## config.mk

```make
export PLATFORM = sky130hd
export DESIGN_NAME = ext_bus_ctrl
export DESIGN_NICKNAME = d
export VERILOG_FILES = /design/src/rtl/ext_bus_ctrl.sv
export SDC_FILE = /design/constraint.sdc
export NUM_CORES = 1
export LEC_CHECK = 0
export CAP_MARGIN = 25
export CORE_MARGIN = 8
export CORE_UTILIZATION = 47
export CTS_BUF_LIST = sky130_fd_sc_hd__clkbuf_16
export DETAILED_ROUTE_END_ITERATION = 16
export GPL_ROUTABILITY_DRIVEN = 0
export PLACE_DENSITY = 0.82
export REMOVE_ABC_BUFFERS = 1
export SYNTH_ARGS = -nofsm -noshare
export SYNTH_HDL_FRONTEND = slang
export SYNTH_SLANG_ARGS = --single-unit
```

## constraint.sdc

```tcl
create_clock -name clk -period 3.55 [get_ports clk]
set_input_delay 0.71 -clock clk [delete_from_list [all_inputs] [get_ports clk]]
set_output_delay 0.71 -clock clk [all_outputs]
set_load 0.01 [all_outputs]
```

## src/rtl/ext_bus_ctrl.sv

```systemverilog
// ext_bus_ctrl: single-master controller for an asynchronous external bus
// with a shared, bidirectional 16-bit data path through a pad buffer.
// A transaction runs SETUP -> STROBE (WAIT_CYCLES) -> HOLD (writes) or
// TURN (TURN_CYCLES, reads). A one-cycle done pulse follows in IDLE.
//
// Ports
//   clk       rising-edge clock
//   reset     asynchronous active-high reset
//   req       transaction request, only looked at in IDLE
//   we        1 = write, 0 = read, sampled with req
//   addr      8-bit address, sampled with req
//   wdata     16-bit write data, sampled with req
//   busy      high while a transaction is in flight
//   done      one-cycle completion pulse
//   rdata     last read data, held until the next read completes
//   bus_addr  external address
//   bus_oe_n  external output enable, active low
//   bus_we_n  external write strobe, active low
//   io_i      data to the pad buffer I input
//   io_t      pad buffer tristate control (1 = released)
//   io_o      data from the pad buffer O output
module ext_bus_ctrl #(
  parameter int WAIT_CYCLES = 2,
  parameter int TURN_CYCLES = 1
) (
  input  logic        clk,
  input  logic        reset,
  input  logic        req,
  input  logic        we,
  input  logic [7:0]  addr,
  input  logic [15:0] wdata,
  output logic        busy,
  output logic        done,
  output logic [15:0] rdata,
  output logic [7:0]  bus_addr,
  output logic        bus_oe_n,
  output logic        bus_we_n,
  output logic [15:0] io_i,
  output logic        io_t,
  input  logic [15:0] io_o
);

  // Out-of-range widths are clamped to what the 4-bit counter can time.
  localparam int WAIT_SAT = (WAIT_CYCLES < 1) ? 1 : (WAIT_CYCLES > 15) ? 15 : WAIT_CYCLES;
  localparam int TURN_SAT = (TURN_CYCLES < 1) ? 1 : (TURN_CYCLES > 15) ? 15 : TURN_CYCLES;
  // The counter is loaded with width-1 and the phase ends when it reads 0.
  localparam logic [3:0] WAIT_LOAD = 4'(WAIT_SAT - 1);
  localparam logic [3:0] TURN_LOAD = 4'(TURN_SAT - 1);

  typedef enum logic [2:0] {
    IDLE,
    SETUP,
    STROBE,
    HOLD,
    TURN
  } state_t;

  state_t      state_reg, state_next;
  logic [3:0]  cnt_reg, cnt_next;
  logic        we_reg, we_next;
  logic        busy_next, done_next;
  logic        oe_n_next, we_n_next, io_t_next;
  logic [7:0]  bus_addr_next;
  logic [15:0] io_i_next, rdata_next;

  always_comb begin
    state_next    = state_reg;
    cnt_next      = cnt_reg;
    we_next       = we_reg;
    bus_addr_next = bus_addr;
    io_i_next     = io_i;
    rdata_next    = rdata;

    case (state_reg)
      IDLE: begin
        if (req) begin
          state_next    = SETUP;
          we_next       = we;
          bus_addr_next = addr;
          // Reads leave io_i untouched; the pad is released anyway.
          if (we) io_i_next = wdata;
        end
      end
      SETUP: begin
        state_next = STROBE;
        cnt_next   = WAIT_LOAD;
      end
      STROBE: begin
        if (cnt_reg == 4'd0) begin
          if (we_reg) begin
            state_next = HOLD;
          end else begin
            state_next = TURN;
            cnt_next   = TURN_LOAD;
            // This edge closes the last cycle with bus_oe_n low.
            rdata_next = io_o;
          end
        end else begin
          cnt_next = cnt_reg - 4'd1;
        end
      end
      HOLD: begin
        state_next = IDLE;
      end
      TURN: begin
        if (cnt_reg == 4'd0) state_next = IDLE;
        else                 cnt_next   = cnt_reg - 4'd1;
      end
      default: begin
        state_next = IDLE;
      end
    endcase

    // Outputs are registered, so they are decoded from the state being
    // entered; they then line up exactly with the state register.
    busy_next = (state_next != IDLE);
    done_next = (state_next == IDLE) && ((state_reg == HOLD) || (state_reg == TURN));
    oe_n_next = 1'b1;
    we_n_next = 1'b1;
    io_t_next = 1'b1;
    case (state_next)
      SETUP: begin
        io_t_next = ~we_next;
      end
      STROBE: begin
        io_t_next = ~we_next;
        we_n_next = ~we_next;
        oe_n_next = we_next;
      end
      HOLD: begin
        // Keep driving past the rising edge of the write strobe.
        io_t_next = 1'b0;
      end
      default: begin
      end
    endcase
  end

  always_ff @(posedge clk or posedge reset) begin
    if (reset) begin
      state_reg <= IDLE;
      cnt_reg   <= 4'd0;
      we_reg    <= 1'b0;
      busy      <= 1'b0;
      done      <= 1'b0;
      rdata     <= 16'h0000;
      bus_addr  <= 8'h00;
      bus_oe_n  <= 1'b1;
      bus_we_n  <= 1'b1;
      io_i      <= 16'h0000;
      io_t      <= 1'b1;
    end else begin
      state_reg <= state_next;
      cnt_reg   <= cnt_next;
      we_reg    <= we_next;
      busy      <= busy_next;
      done      <= done_next;
      rdata     <= rdata_next;
      bus_addr  <= bus_addr_next;
      bus_oe_n  <= oe_n_next;
      bus_we_n  <= we_n_next;
      io_i      <= io_i_next;
      io_t      <= io_t_next;
    end
  end

endmodule
```

==> results.cfg, run 1 <==
[drt]
post-route-drc-count = 0
detail_route.iter0.violations = 122
ant_nets = 0
detail_routed_net_length_per_standard_cell_microns = 17.8
drt-total-wl_microns = 5690
route.detailed.vias_per_inst = 5.05
routed-via-count = 1616
dr.pass1.iters = 4

[sta]
grt_setup_unrepaired = no
timing.final.crit_share_pct = 57.4
hold_violations = 0
timing.final.crit_period_ps = 2040
fin_skew_ps = 6.91
drv_slew = 0
max_slew.worst_pin.slew_ps = 678
fin_tns_setup_ps = 0
final-setup-viol-count = 0
timing.fmax_ghz = 0.490
relSlewSlack_pct = 54.7

[clock_tree]
clk_transition_reported_paths_ps = 70
clk-insertion-delay-late_ps = 290
clk_root_buffer_cell = sky130_fd_sc_hd__clkbuf_16
tritoncts = yes
cts.sink_count = 53
post_cts_setup_buffer_count = 0
cts_buffers = 5
hold_fix_buffers_at_cts = 0
clock_tree.htree_level_count = 2
ctsResizeCount = 0
clk_path_buf_depth = 2

[floorplanning]
initial_core_util_pct = 49.2
die_w_microns = 86.8
core-area_sq_mm = 0.00479
fp.dieH_microns = 86.8
die_outline_area_sq_mm = 0.00753
rows = 25
io_pins = 89

[synth]
syn_area_per_cell_sq_um = 14.4
synth.area.top_cells = sky130_fd_sc_hd__dfrtp_1 53%, sky130_fd_sc_hd__mux2_2 15%, sky130_fd_sc_hd__mux2_4 5.7%
syn_inst = 163
postSynth.asyncResetShare_pct = 100
synth_sequential_area_ratio_pct = 56.5
yosysWarningCount = 0
synthDominantCellAreaShare_pct = 53.2
yosys_most_used_dff = sky130_fd_sc_hd__dfrtp_1
synthDominantAreaCellType = sky130_fd_sc_hd__dfrtp_1
synth.cell_area_sq_mm = 0.00235
yosys_register_bits = 53
yosysMostFrequentCell = sky130_fd_sc_hd__dfrtp_1
post_synth_num_cell_types = 41
number_of_synthesized_flops_with_an_enable_pin = 0
synth.top_cells.by_count = 50 x sky130_fd_sc_hd__dfrtp_1, 32 x sky130_fd_sc_hd__mux2_2, 9 x sky130_fd_sc_hd__mux2_4

[setup_path]
worst-endpoint-required_ps = 2840
worst_r2r_startpoint = cnt_reg[0]$_DFFE_PP0P_
path_delay_family = buffers and inverters
arrival_ps = 1330
critPathMaxStageDelay_ps = 530
path_depth = 1
timing.reg2reg.setup_slack_ps = 1610
worst_setup_path_start_kind = flop
timing_worst_setup_path_type = flop to output port
critical_path.n_buffers_inverters = 1
timing.critical_path.to = io_t
worstSetupStartpoint = io_t$_DFF_PP1_
cell_with_the_largest_stage_delay_on_the_worst_path = sky130_fd_sc_hd__clkdlybuf4s50_1
worst-r2r-cell-count = 5
worstPathMaxFanout = 1
crit_chain = clkdlybuf4s50_1
timing.rr.end = busy$_DFF_PP0_
crit_path_end_kind = output port

[final_layout]
num-nets-final = 298
area.growth.synth_to_final_pct = 46.3
largest_regs = io_i: 16 flops, rdata: 16 flops, bus_addr: 8 flops
final_layout_size_suffix_gt1_share_pct = 23.7
insertedDiodeCount = 0
fill_cells = 320

[grt]
maximum_number_of_pins_on_one_net_before_global_route_repair = 38
global_route_wire_length_before_repair_microns = 8870
globalRouteTotalUtil_pct = 15.3
antenna_found_initial = 0
globalRoute.totalOverflow = 0
via_count_of_the_first_global_routing_pass = 1695

[outcome]
outcome = completed

[power]
ir_worst_vdd_mv = 0.415
power_leakage_nw = 1.44
power_per_standard_cell_area_mw_per_mm2 = 910
power.total_w = 0.00313

[placed_design]
post-dp-hpwl_microns = 4210
port_buffers = 88

[flow_run]
max-cap-violations = 0

[min_path]
hold_path.class = flop to flop
==> cell usage in the layout, fill, tap and decap left out, types with 2 or more instances in the layout <==
cell type,synthesis,final
sky130_fd_sc_hd__dfstp_2,3,3
sky130_fd_sc_hd__nor3b_1,2,2
sky130_fd_sc_hd__nor2_1,5,5
sky130_fd_sc_hd__inv_1,7,6
sky130_fd_sc_hd__nor3_1,3,3
sky130_fd_sc_hd__nor2b_1,2,2
sky130_fd_sc_hd__mux2i_1,2,2
sky130_fd_sc_hd__dfrtp_1,50,50
sky130_fd_sc_hd__mux2_4,9,9
sky130_fd_sc_hd__o41ai_1,2,2
sky130_fd_sc_hd__nand2_1,2,2
sky130_fd_sc_hd__o211ai_1,4,4
sky130_fd_sc_hd__ha_1,2,2
sky130_fd_sc_hd__mux2_2,32,32
sky130_fd_sc_hd__o21ai_0,5,5
sky130_fd_sc_hd__nand2b_1,3,3
sky130_fd_sc_hd__or3_1,2,2
sky130_fd_sc_hd__clkdlybuf4s50_1,0,88
sky130_fd_sc_hd__clkbuf_16,0,5
==> per-layer routing <==
layer,wire [microns],GRT usage (%),vias to the layer above,share of wire [%]
met4,42,3.29,0,0.74
met3,576,7.56,5,10
met2,2850,25.3,77,50
li1,-,-,760,-
met1,2220,17.3,774,39
met5,0,0,-,0
==> power breakdown <==
part / total (W) / leakage [nW] / switching [W] / internal [W]
logic: 0.00145 / 0.732 / 0.000563 / 0.000888
registers: 0.00114 / 0.628 / 0.000231 / 0.000909
clock network: 0.000539 / 0.0775 / 0.000209 / 0.000330
==> worst min path at each step <==
stage | start | end | slack [ps] | cells after the start
floorplan | cnt_reg[0]$_DFFE_PP0P_ | cnt_reg[0]$_DFFE_PP0P_ | 510 | 1
global route | rdata[4]$_DFFE_PP0P_ | rdata[4]$_DFFE_PP0P_ | 510 | 1
global placement | rdata[3]$_DFFE_PP0P_ | rdata[3]$_DFFE_PP0P_ | 490 | 1
detailed placement | rdata[4]$_DFFE_PP0P_ | rdata[4]$_DFFE_PP0P_ | 490 | 1
finish | rdata[4]$_DFFE_PP0P_ | rdata[4]$_DFFE_PP0P_ | 500 | 1
CTS | rdata[4]$_DFFE_PP0P_ | rdata[4]$_DFFE_PP0P_ | 510 | 1
==> layout make-up <==
class / instances / area (sq um) / share of cell area [%]
multi-input combinational: 95 / 927 / 26.9
tap: 67 / 83.8 / 2.44
clock inverter: 3 / 41.3 / 1.20
sequential: 53 / 1330 / 38.6
inverter: 7 / 26.3 / 0.763
clock buffer: 5 / 125 / 3.64
timing repair buffer: 90 / 908 / 26.4
==> per-stage QoR <==
step           setup WS, ps  hold slack [ps]  utilization [%]  std cells  area [sq um]
3_3_place_gp           1280              486             68.0        311          3260
3_5_place_dp           1250              492             68.4        312          3280
2_1_floorplan          1320              507                -        155          2280
4_1_cts                1500              509             71.9        320          3440
5_1_grt                1470              515             71.9        320          3440
6_report               1510              505             71.9        320          3440
==> cell families (layout without fill, tap and decap cells) <==
family,count (synthesis),count (layout),synth area share (%)
adder cells (fa/ha/maj),3,3,1.49
AO/OA/AOI/OAI,20,20,6.17
XOR/XNOR,1,1,0.372
buffers and inverters,15,105,4.09
AND/OR/NAND/NOR,28,28,9.46
multiplexers,43,43,21.9
flip-flops,53,53,56.5
Power figures use the tool's default switching activity.
==> inputs of run 2 (changes only) <==
- CORE_UTILIZATION: 47 -> 44
- PLACE_DENSITY: 0.82 -> 0.77
- clock period: 3.55 -> 1.9 ns (I/O delays scaled with it)
==> run 2 against run 1 <==
  * Critical path depth grew 5
  * First-iteration DRC count shrank 66%
  * Final cell count grew 2.8%
  * Non-clock buffer count grew 6
  * Clock skew shrank 4.4 ps
  * Clock power grew 60%
  * Core utilization shrank 4.2 points
  * Highest routed layer unchanged
  * Largest cell class unchanged
  * Total power grew 84%
  * Largest power group unchanged
  * Routed wire length shrank 5.7%
  * Design area grew 1.2%
==> results.cfg, run 2 (synthesis results as in run 1) <==
[drt]
dr.pass1.iters = 4
detail_route.iter0.violations = 41
route.detailed.vias_per_inst = 5.02
routed-via-count = 1652
drt-total-wl_microns = 5360
post-route-drc-count = 0
detail_routed_net_length_per_standard_cell_microns = 16.3
ant_nets = 0

[final_layout]
largest_regs = io_i: 16 flops, rdata: 16 flops, bus_addr: 8 flops
area.growth.synth_to_final_pct = 48.0
final_layout_size_suffix_gt1_share_pct = 26.3
num-nets-final = 304
mostFrequentLayoutCell = sky130_fd_sc_hd__clkdlybuf4s50_1
insertedDiodeCount = 0
fin_area_sq_mm = 0.00348
cell_count_final_fillers_out = 329
highest_count_cells_in_the_layout_ignoring_fill_and_taps = 88 x sky130_fd_sc_hd__clkdlybuf4s50_1, 50 x sky130_fd_sc_hd__dfrtp_1, 32 x sky130_fd_sc_hd__mux2_2

[grt]
globalRouteTotalUtil_pct = 14.1
globalRoute.totalOverflow = 0
via_count_of_the_first_global_routing_pass = 1701
global_route_wire_length_before_repair_microns = 8760
maximum_number_of_pins_on_one_net_before_global_route_repair = 35
antenna_found_initial = 0

[power]
power_leakage_nw = 1.46
power_per_standard_cell_area_mw_per_mm2 = 1650
ir_worst_vdd_mv = 0.855

[setup_path]
critPathMaxStageDelay_ps = 480
worst_setup_path_start_kind = flop
crit_path_end_kind = flop
worst-endpoint-required_ps = 2090
arrival_ps = 1930
timing_worst_setup_path_type = flop to flop
timing.reg2reg.setup_slack_ps = 160
worst-r2r-cell-count = 6
cell_with_the_largest_stage_delay_on_the_worst_path = sky130_fd_sc_hd__or3b_2
worstPathMaxFanout = 6
timing.rr.end = cnt_reg[1]$_DFFE_PP0P_
crit_chain = inv_1 > ha_2 > nor3b_1 > buf_4 > or3b_2 > o22ai_1
worst_r2r_startpoint = cnt_reg[0]$_DFFE_PP0P_

[sta]
timing.fmax_ghz = 0.574
final-setup-viol-count = 0
timing.final.crit_period_ps = 1740
hold_violations = 0
relSlewSlack_pct = 71.7
grt_setup_unrepaired = no
fin_skew_ps = 2.53
timing.final.crit_share_pct = 91.6
max_slew.worst_pin.slew_ps = 424
drv_slew = 0

[floorplanning]
fp.dieH_microns = 89.1
rows = 26
io_pins = 89
core-area_sq_mm = 0.00514
die_outline_area_sq_mm = 0.00795
die_w_microns = 89.1
initial_core_util_pct = 45.8

[clock_tree]
clk_path_buf_depth = 2
clk_root_buffer_cell = sky130_fd_sc_hd__clkbuf_16
clock_tree.htree_level_count = 2
cts_buffers = 5
tritoncts = yes
cts.sink_count = 53
clk_transition_reported_paths_ps = 70
clk-insertion-delay-late_ps = 280

[placed_design]
port_buffers = 88
placed_cells_incl_taps = 320
post_dp_cell_area_sq_mm = 0.00332
post-dp-hpwl_microns = 4130

[flow_run]
max-cap-violations = 0

[min_path]
hold_path.class = primary input to asynchronous set/reset pin

[outcome]
outcome = completed
-- run 2: worst max path at each step --
stage | from | end | slack [ps] | cells after the start
finish | cnt_reg[0]$_DFFE_PP0P_ | cnt_reg[1]$_DFFE_PP0P_ | 160 | 6
global route | cnt_reg[0]$_DFFE_PP0P_ | cnt_reg[0]$_DFFE_PP0P_ | 30 | 6
CTS | cnt_reg[0]$_DFFE_PP0P_ | rdata[6]$_DFFE_PP0P_ | 100 | 5
detailed placement | req | io_i[12]$_DFFE_PP0P_ | -20 | 5
global placement | req | io_i[14]$_DFFE_PP0P_ | -9 | 5
floorplan | state_reg[0]$_DFF_PP0_ | io_i[0]$_DFFE_PP0P_ | -280 | 3
-- run 2: through the flow --
step	setup WS, ps	TNS (ps)	utilization [%]	total power [W]	hold slack (ps)
after detailed placement	-17.0	-128	64.5	0.00491	491
after CTS	100	0	67.3	0.00580	419
after global routing	31.7	0	67.7	0.00614	451
after global placement	-8.76	-75.0	64.5	0.00484	485
final	159	0	67.7	0.00575	412
after floorplan	-278	-5430	-	0.00345	507
-- run 2: worst max-delay path, delay by kind of cell, from the launching register on --
kind | cells | cell delay [ps]
DFF | 1 | 390
AOI/OAI and AO/OA | 1 | 190
and+or+nand+nor | 2 | 620
adders and majority gates | 1 | 210
buffers and inverters | 2 | 240
-- run 2: what timing repair did --
item,CTS,global route
gates resized for setup,0,1
setup buffers,0,1
hold buffers,0,0
endpoints found under the setup margin,0,17
-- run 2: layer usage --
metal  global-route usage [%]  share of wire, %  vias to the layer above  wire [microns]
met2                     19.5                41                       82            2210
met3                     5.61                11                        5             566
met5                        0                 0                        -               0
met1                     19.9                47                      791            2540
li1                         -                 -                      774               -
met4                     3.17              0.75                        0              40
-- run 2: cell type report --
type / count / area, sq um
sequential: 53 / 1330
multi-input combinational: 95 / 930
tap: 70 / 87.6
clock inverter: 3 / 17.5
timing repair buffer: 96 / 966
clock buffer: 5 / 125
inverter: 7 / 26.3
fill: 409 / 1660
-- run 2: power by group --
| part | internal, W | switching [W] | leakage [nW] |
|---|---|---|---|
| logic | 0.00173 | 0.00110 | 0.767 |
| registers | 0.00170 | 0.000366 | 0.628 |
| clock network | 0.000483 | 0.000378 | 0.0696 |
